## src/rtl/motor_emu.sv

```systemverilog
// motor_emu: synthesisable stand-in for the motor driver and encoder of a PMOD
// motor interface. It measures PWM duty over fixed 2^PWM_BITS-cycle windows,
// decodes the drive mode from the direction and standby pins, runs a
// first-order speed model once per window, and turns speed into encoder pulses
// through a phase accumulator.
// Optional build macro: MOTOR_EMU_QUAD_EN adds a quadrature channel B (fb_b)
// using a 2-bit Gray state. Without it fb_b is tied low.
module motor_emu #(
  parameter int PWM_BITS  = 14,
  parameter int LAG_SHIFT = 2,
  parameter int PHASE_W   = 28
) (
  input  logic                clk,
  input  logic                rst,
  input  logic                pwm_in,
  input  logic                in1,
  input  logic                in2,
  input  logic                stnby,
  output logic                fb_out,
  output logic                fb_b,
  output logic [PWM_BITS-1:0] speed_out,
  output logic                dir_out,
  output logic [1:0]          mode_out,
  output logic                upd
);

  typedef enum logic [1:0] {
    MODE_COAST = 2'd0,
    MODE_FWD   = 2'd1,
    MODE_REV   = 2'd2,
    MODE_BRAKE = 2'd3
  } mode_e;

  // Two guard bits give room for the sign and for speed+step before clamping.
  localparam int SW = PWM_BITS + 2;
  localparam logic signed [SW-1:0] SPD_MAX = SW'((1 << PWM_BITS) - 1);

  logic [PWM_BITS-1:0]   win_cnt;
  logic [PWM_BITS:0]     high_cnt;
  logic [PHASE_W-1:0]    phase_acc;
  logic [PHASE_W:0]      phase_sum;
  logic                  tick;
  logic                  cyc_high;
  logic                  fb_event;
  logic [PWM_BITS-1:0]   duty;
  mode_e                 mode_now;
  logic                  dir_next;
  logic [PWM_BITS-1:0]   target;
  int                    shift_amt;
  logic signed [SW-1:0]  diff;
  logic signed [SW-1:0]  step;
  logic signed [SW-1:0]  sum;
  logic [PWM_BITS-1:0]   spd_next;

  assign tick     = &win_cnt;
  assign cyc_high = pwm_in & stnby;
  // A window that is high on every cycle counts 2^PWM_BITS; saturate to fit.
  assign duty     = high_cnt[PWM_BITS] ? '1 : high_cnt[PWM_BITS-1:0];

  // One carry out of the phase accumulator is one encoder event.
  assign phase_sum = {1'b0, phase_acc} + (PHASE_W+1)'(speed_out);
  assign fb_event  = phase_sum[PHASE_W];

  // Decode the drive mode from the pins on every cycle.
  always_comb begin
    // NOTE: every combinational output gets a default first so no latch is inferred.
    mode_now = MODE_COAST;
    if (stnby) begin
      unique case ({in1, in2})
        2'b10:   mode_now = MODE_FWD;
        2'b01:   mode_now = MODE_REV;
        2'b11:   mode_now = MODE_BRAKE;
        default: mode_now = MODE_COAST;
      endcase
    end
  end

  // Next speed and direction from the mode and duty seen on the tick cycle.
  always_comb begin
    dir_next  = dir_out;
    target    = '0;
    shift_amt = LAG_SHIFT;
    unique case (mode_now)
      MODE_FWD, MODE_REV: begin
        // An opposing request first decays to zero (plugging); the direction
        // only changes on a tick where the model is already stopped.
        if (((mode_now == MODE_REV) == dir_out) || (speed_out == '0)) begin
          dir_next = (mode_now == MODE_REV);
          target   = duty;
        end
      end
      MODE_BRAKE: shift_amt = 1;
      default:    shift_amt = LAG_SHIFT + 2;
    endcase

    diff = $signed({2'b00, target}) - $signed({2'b00, speed_out});
    step = diff >>> shift_amt;
    // A zero step with a nonzero error would stall short of the target.
    if ((diff != '0) && (step == '0)) step = diff[SW-1] ? '1 : SW'(1);
    sum = $signed({2'b00, speed_out}) + step;

    if (sum < 0)             spd_next = '0;
    else if (sum > SPD_MAX)  spd_next = '1;
    else                     spd_next = sum[PWM_BITS-1:0];
  end

  // Window counter, duty measurement, speed model and phase accumulator.
  always_ff @(posedge clk) begin
    // NOTE: reset is synchronous; a mid-window reset simply discards the window.
    if (rst) begin
      win_cnt   <= '0;
      high_cnt  <= '0;
      phase_acc <= '0;
      speed_out <= '0;
      dir_out   <= 1'b0;
      mode_out  <= MODE_COAST;
      upd       <= 1'b0;
    end else begin
      // NOTE: state uses non-blocking assignments so every register sees pre-edge values.
      win_cnt   <= win_cnt + 1'b1;
      phase_acc <= phase_sum[PHASE_W-1:0];
      upd       <= tick;
      if (tick) begin
        // The tick cycle's own high level opens the next window.
        high_cnt  <= (PWM_BITS+1)'(cyc_high);
        mode_out  <= mode_now;
        speed_out <= spd_next;
        dir_out   <= dir_next;
      end else begin
        high_cnt  <= high_cnt + (PWM_BITS+1)'(cyc_high);
      end
    end
  end

`ifdef MOTOR_EMU_QUAD_EN
  logic [1:0] q;

  assign fb_out = q[1];
  assign fb_b   = q[0];

  // Gray-step the quadrature state on each event, direction selects the order.
  always_ff @(posedge clk) begin
    if (rst) begin
      q <= 2'b00;
    end else if (fb_event) begin
      if (!dir_out) q <= {q[0], ~q[1]};
      else          q <= {~q[0], q[1]};
    end
  end
`else
  assign fb_b = 1'b0;

  // Toggle channel A on each event.
  always_ff @(posedge clk) begin
    if (rst)           fb_out <= 1'b0;
    else if (fb_event) fb_out <= ~fb_out;
  end
`endif

endmodule

```

## config.mk

```make
export PLATFORM = sky130hd
export DESIGN_NAME = motor_emu
export DESIGN_NICKNAME = d
export VERILOG_FILES = /design/src/rtl/motor_emu.sv
export SDC_FILE = /design/constraint.sdc
export NUM_CORES = 1
export LEC_CHECK = 0
export CAP_MARGIN = 40
export CORE_MARGIN = 3
export CORE_UTILIZATION = 45
export DETAILED_ROUTE_END_ITERATION = 6
export SKIP_LAST_GASP = 1
export SLEW_MARGIN = 20
export SYNTH_ARGS = -nofsm -noshare
export SYNTH_HDL_FRONTEND = slang
export SYNTH_SLANG_ARGS = --single-unit
```

## constraint.sdc

```tcl
create_clock -name clk -period 11.25 [get_ports clk]
set_clock_uncertainty 0.1 [all_clocks]
set_input_delay 2.8125 -clock clk [delete_from_list [all_inputs] [get_ports clk]]
set_output_delay 2.8125 -clock clk [all_outputs]
set_load 0.03 [all_outputs]
```

# == Yosys cells after proc, flatten, opt, wreduce, memory -nomap -nowiden ==
# Cells that the tools add are included.
# word_totals
input_bits,6
reg_bits,76
# op_classes
eq_ne,7
bitwise_logic,2
n_reduce_logical,9
shifts,1
add_sub_neg,5
n_mux,11
n_lt_le_gt_ge,2
# op_table
operator,count
14-bit two-way mux,5
16-bit two-way mux,2
28-bit by 14-bit adder with 29-bit output,1
15-bit by 16-bit adder with 16-bit output,1
16-bit by 15-bit > comparator with 1-bit output (second input constant),1
16-bit logical NOT,1
16-bit by 1-bit < comparator with 1-bit output (second input constant),1
16-bit AND reduction,1
16-bit nonzero test,1
15-bit by 3-bit >>> shifter with 16-bit output,1
15-bit by 1-bit adder with 15-bit output,1
14-bit by 14-bit subtractor with 15-bit output,1
14-bit by 1-bit adder with 14-bit output (second input constant),1
14-bit logical NOT,1
14-bit AND reduction,1
2-bit == test (second input constant),4
2-bit one-hot mux with 3 select lines,1
3-bit one-hot mux with 2 select lines,1
2-bit by 1-bit == test with 1-bit output (second input constant),2
2-bit OR reduction,2
2-bit two-way mux,1
1-bit AND,1
1-bit == test,1
1-bit logical AND,1
other kinds (3),3

# == Depth between registers and ports, before layout ==
# logic_depth
word_depth,17
mapped_depth,31

# == Least setup slack after synthesis ==
# Ideal clock, no wire load.
# synth_timing
kind,in2reg
startpoint,input port in1
endpoint,register speed_out[1]
setup_ns,0.136
cell_stages,30
required_ns,11.014
n_path_buf,2
arrival_time_ns,8.694
slack_ns,2.320
cell_sequence,nand2_1 -> ha_1 -> clkinv_1 -> a21oi_1 -> clkbuf_1 -> o21ai_0 -> ha_1 -> inv_1 -> fa_1 -> a211oi_1 -> o21ai_0 -> nand4_1 -> and3_1 -> nor3_1 -> o31ai_1 -> o21ai_0 -> nor2_1 -> a31o_1 -> ha_1 -> fa_1 -> a21o_1 -> a21o_1 -> a21o_1 -> a221o_1 -> a211oi_1 -> o41a_1 -> nor3_1 -> o21ai_1 -> buf_2 -> o221ai_1
# synth_via
elab_chain_cells,17
# synth_lines
item,line,text
start: declaration,16,"input logic in1,"
2-bit == test / 2-bit by 1-bit == test with 1-bit output (equally long branches),69,"unique case ({in1, in2})"
2-bit one-hot mux with 3 select lines (*),69,
2-bit two-way mux (*),68,if (stnby) begin
2-bit == test,"83, 87",
1-bit == test,87,if (((mode_now == MODE_REV) == dir_out) || (speed_out == '0)) begin
1-bit logical OR,87,
14-bit two-way mux,87,
14-bit two-way mux,83,unique case (mode_now)
14-bit by 14-bit subtractor with 15-bit output,96,"diff = $signed({2'b00, target}) - $signed({2'b00, speed_out});"
15-bit by 3-bit >>> shifter with 16-bit output,97,step = diff >>> shift_amt;
16-bit logical NOT,99,if ((diff != '0) && (step == '0)) step = diff[SW-1] ? '1 : SW'(1);
1-bit logical AND,99,
16-bit two-way mux (*),99,
15-bit by 16-bit adder with 16-bit output (*),100,"sum = $signed({2'b00, speed_out}) + step;"
16-bit by 15-bit > comparator with 1-bit output,103,else if (sum > SPD_MAX) spd_next = '1;
14-bit two-way mux,103,
14-bit two-way mux (*),102,if (sum < 0) spd_next = '0;
end signal: assignment,127,speed_out <= spd_next;
end: declaration,21,"output logic [PWM_BITS-1:0] speed_out,"
# Mark *: on every way between the ends. The rest lies on a longest branch, timed or not.
# A chain may end at the register's enable or synchronous reset.

# == Final worst setup path ==
# layout_timing
startpoint,input port stnby
endpoint,register speed_out[1]
# layout_via
elab_chain_cells,15
# layout_lines
item,line,text
start: declaration,18,"input logic stnby,"
2-bit two-way mux (*),68,
2-bit == test,"83, 87",
1-bit == test,87,
1-bit logical OR,87,
14-bit two-way mux,87,
14-bit two-way mux,83,
14-bit by 14-bit subtractor with 15-bit output,96,
15-bit by 3-bit >>> shifter with 16-bit output,97,
16-bit logical NOT,99,
1-bit logical AND,99,
16-bit two-way mux (*),99,
15-bit by 16-bit adder with 16-bit output (*),100,
16-bit by 15-bit > comparator with 1-bit output,103,
14-bit two-way mux,103,
14-bit two-way mux (*),102,
# Marks and branches as above.

==> load_flow_metrics.sql <==
INSERT INTO impl_metrics (metric_group, metric, value, unit) VALUES
('run_status', 'status', 'completed', ''),
('layout', 'final_net_count', '830', ''),
('timing', 'setup-tns-final', '0', 'ps'),
('critical_path', 'arrival', '10440', 'ps'),
('clock_network', 'cts_htree_levels', '3', ''),
('floorplan', 'num_rows', '41', ''),
('logic_synthesis', 'combinational_family_with_the_most_area_after_synthesis', 'compound AO/OA/AOI/OAI gates', ''),
('min_path', 'min-delay-start', 'win_cnt[0]', ''),
('critical_path', 'r2r-start', 'speed_out[13]', ''),
('layout', 'mostFrequentLayoutCells', 'nor2_1, dfxtp_1, nand2_1, ha_1, a21oi_1', ''),
('critical_path', 'cp_top_family', 'compound AO/OA/AOI/OAI gates', ''),
('clock_network', 'clkSinkCount', '76', ''),
('drt', 'route.detailed.vias_per_inst', '5.86', ''),
('logic_synthesis', 'synth_fp_nets', '819', ''),
('drt', 'first_pass_iters', '7', ''),
('logic_synthesis', 'yosys_register_bits', '76', ''),
('logic_synthesis', 'postSynthCellCount', '759', ''),
('timing', 'slew_violations', '0', ''),
('layout', 'antennaDiodeCount', '0', ''),
('clock_network', 'post_cts_buffers', '0', ''),
('logic_synthesis', 'muxShareOfSynthArea', '2.05', '%'),
('clock_network', 'cts-root-buf', 'clkbuf_16', ''),
('logic_synthesis', 'yosys_warnings', '0', ''),
('layout', 'layout_commonest_cell', 'nor2_1', ''),
('drt', 'dr_total_vias', '5551', ''),
('clock_network', 'post_cts_resized', '0', ''),
('logic_synthesis', 'syn_area', '5920', 'sq um'),
('logic_synthesis', 'basic_gate_share_of_the_synthesized_area_counting_and_or_nand_and_nor_cells', '24.1', '%'),
('logic_synthesis', 'yosysSeqAreaShare', '25.7', '%'),
('floorplan', 'coreArea', '12700', 'sq um'),
('floorplan', 'initial_utilization', '46.6', '%'),
('drt', 'route.detailed.wl_per_inst', '16.5', 'microns'),
('logic_synthesis', 'synth_adder_area_share', '11.8', '%'),
('clock_network', 'tritoncts', 'done', ''),
('timing', 'layout_min_cycle_time', '10390', 'ps'),
('logic_synthesis', 'synth-xor-area-share', '6.80', '%'),
('critical_path', 'worst-path-buf-inv', '3', ''),
('timing', 'hold_ws', '348', 'ps'),
('drt', 'totalWireLength', '15600', 'microns'),
('global_routing', 'globalRouteTotalUtil', '21.8', '%'),
('layout', 'drive_gt1_share', '6.19', '%'),
('place', 'buffer_ports.inserted', '24', ''),
('drt', 'ant_nets', '0', ''),
('critical_path', 'critical-path-max-stage-delay', '680', 'ps'),
('critical_path', 'cp.required', '11300', 'ps'),
('flow_run', 'maxCapViolations', '0', ''),
('timing', 'finalHoldViolCount', '0', ''),
('drt', 'initialDrtViolationCount', '437', ''),
('place', 'dp_hpwl', '12000', 'microns'),
('global_routing', 'grt_start_max_net_pins', '44', ''),
('critical_path', 'criticalPathCategory', 'primary input to register', ''),
('critical_path', 'critPathMaxFanout', '16', ''),
('clock_network', 'cts_hold_buf', '0', ''),
('floorplan', 'dieArea', '14600', 'sq um'),
('logic_synthesis', 'synth_enable_flop_cells', '0', ''),
('timing', 'finalSetupViolCount', '0', ''),
('critical_path', 'cp-end-kind', 'register', ''),
('logic_synthesis', 'synth_async_sr_flop_share', '0', '%'),
('logic_synthesis', 'number_of_distinct_standard_cells_referenced_by_the_synthesized_netlist', '73', ''),
('timing', 'max_freq', '96.3', 'MHz'),
('drt', 'drt_drc_violations_left', '0', ''),
('clock_network', 'cts_max_path_buffers', '2', ''),
('layout', 'flow.area_growth_from_synthesis', '11.5', '%'),
('global_routing', 'grt_overflow', '0', ''),
('critical_path', 'cp-startpoint', 'stnby', ''),
('timing', 'slew_headroom', '44.9', '%'),
('timing', 'setup_repair_after_global_routing_missed_its_margin', 'false', ''),
('clock_network', 'insertion_delay', '330', 'ps'),
('floorplan', 'die-width', '121', 'microns'),
('power', 'vdd_drop_max', '0.0729', 'mV'),
('clock_network', 'clkTransAtPathRegs', '60', 'ps');
-- worst reg2reg max path, cell delays in order (launching register included) --
cell       delay [ps]
dfxtp_1           430
nor4_1            330
nand4_1           170
a21oi_1           170
buf_4             210
o21a_1            150
ha_1              370
a2111oi_4         450
o21ai_0           300
a211oi_1          430
o31ai_1           120
o311ai_0          220
o311ai_0          300
o21ai_0           200
nor2_1             80
a31o_1            230
ha_1              210
fa_1              410
a21o_1            190
a21o_1            190
a21o_1            190
a221o_1           350
a211oi_1          320
o41a_1            210
nor3_1             80
o21ai_1           680
o221ai_1          270
-- where the power goes --
part / internal, mW / switching [mW]
Combinational: 0.0206 / 0.0348
Sequential: 0.271 / 0.00128
Clock: 0.173 / 0.110
-- layout make-up --
class                           count  area (sq um)
Fill cell                        1233          6120
Clock buffer                       11           233
Clock inverter                      5          60.1
Timing Repair Buffer               31           312
Sequential cell                    76          1520
Tap cell                          172           215
Multi-Input combinational cell    606          4090
Inverter                           46           173
-- state kept, by name, summed over array words and instances (netlist names) --
signal     count
dir_out        1
fb_out         1
high_cnt      15
mode_out       2
phase_acc     28
speed_out     14
upd            1
win_cnt       14
-- synth_stat cells (3+ instances only) --
cell type,number,area (sq um)
nor2_1,85,319
dfxtp_1,76,1520
ha_1,51,638
nand2_1,51,191
a21oi_1,50,250
inv_1,44,165
o21ai_0,36,180
nand3_1,26,130
xnor2_1,25,219
clkbuf_1,22,82.6
xor2_1,21,184
nor3_1,20,100
o21a_1,18,135
and3_1,15,93.8
nand4_1,15,93.8
nor2b_1,15,93.8
a21o_1,14,105
nor4_1,14,87.6
or3_1,13,81.3
a211oi_1,11,82.6
and2_1,11,68.8
o211ai_1,9,67.6
o31ai_1,8,60.1
mux2_2,7,78.8
nand2b_1,7,43.8
o221ai_1,7,61.3
a31oi_1,6,37.5
a311oi_1,5,43.8
a21boi_0,4,30.0
a311o_1,4,40.0
buf_1,4,15.0
buf_4,3,22.5
fa_1,3,60.1
nor3b_1,3,22.5
o21ai_1,3,15.0
o22ai_1,3,18.8
o311ai_0,3,26.3
or2_2,3,18.8
or4_1,3,22.5
-- final timing paths --
path	end	slack (ps)	cells after the start
hold / removal	win_cnt[0]	350	1
setup reg to reg	speed_out[1]	3700	26
setup / recovery	speed_out[1]	860	28
hold reg to reg	win_cnt[0]	350	1
-- kinds of logic after synthesis --
| logic type | count (synthesis) |
|---|---|
| flip-flops | 76 |
| multiplexers | 10 |
| buffers and inverters | 77 |
| adder cells (fa/ha/maj) | 54 |
| AND/OR/NAND/NOR | 287 |
| XOR/XNOR | 46 |
| AO/OA/AOI/OAI | 208 |
| other | 1 |
-- routing by layer --
layer,track usage (%),routed length (microns),part of all wire [%]
met5,0,0,0
met1,29.9,7090,45
met2,34.7,7250,46
met3,4.58,1060,6.8
met4,6.16,201,1.3
-- metrics by stage --
step	total power, mW	instances	instance area (sq um)	setup WS (ps)	util (%)
floorplan	0.318	759	5920	2320	-
global route	0.635	947	6610	266	51.9
detailed placement	0.332	929	6290	611	49.4
finish	0.610	947	6610	862	51.9
CTS	0.615	945	6580	916	51.7
global placement	0.331	928	6270	854	49.3
Note: power is estimated with default switching activity, not from simulation.
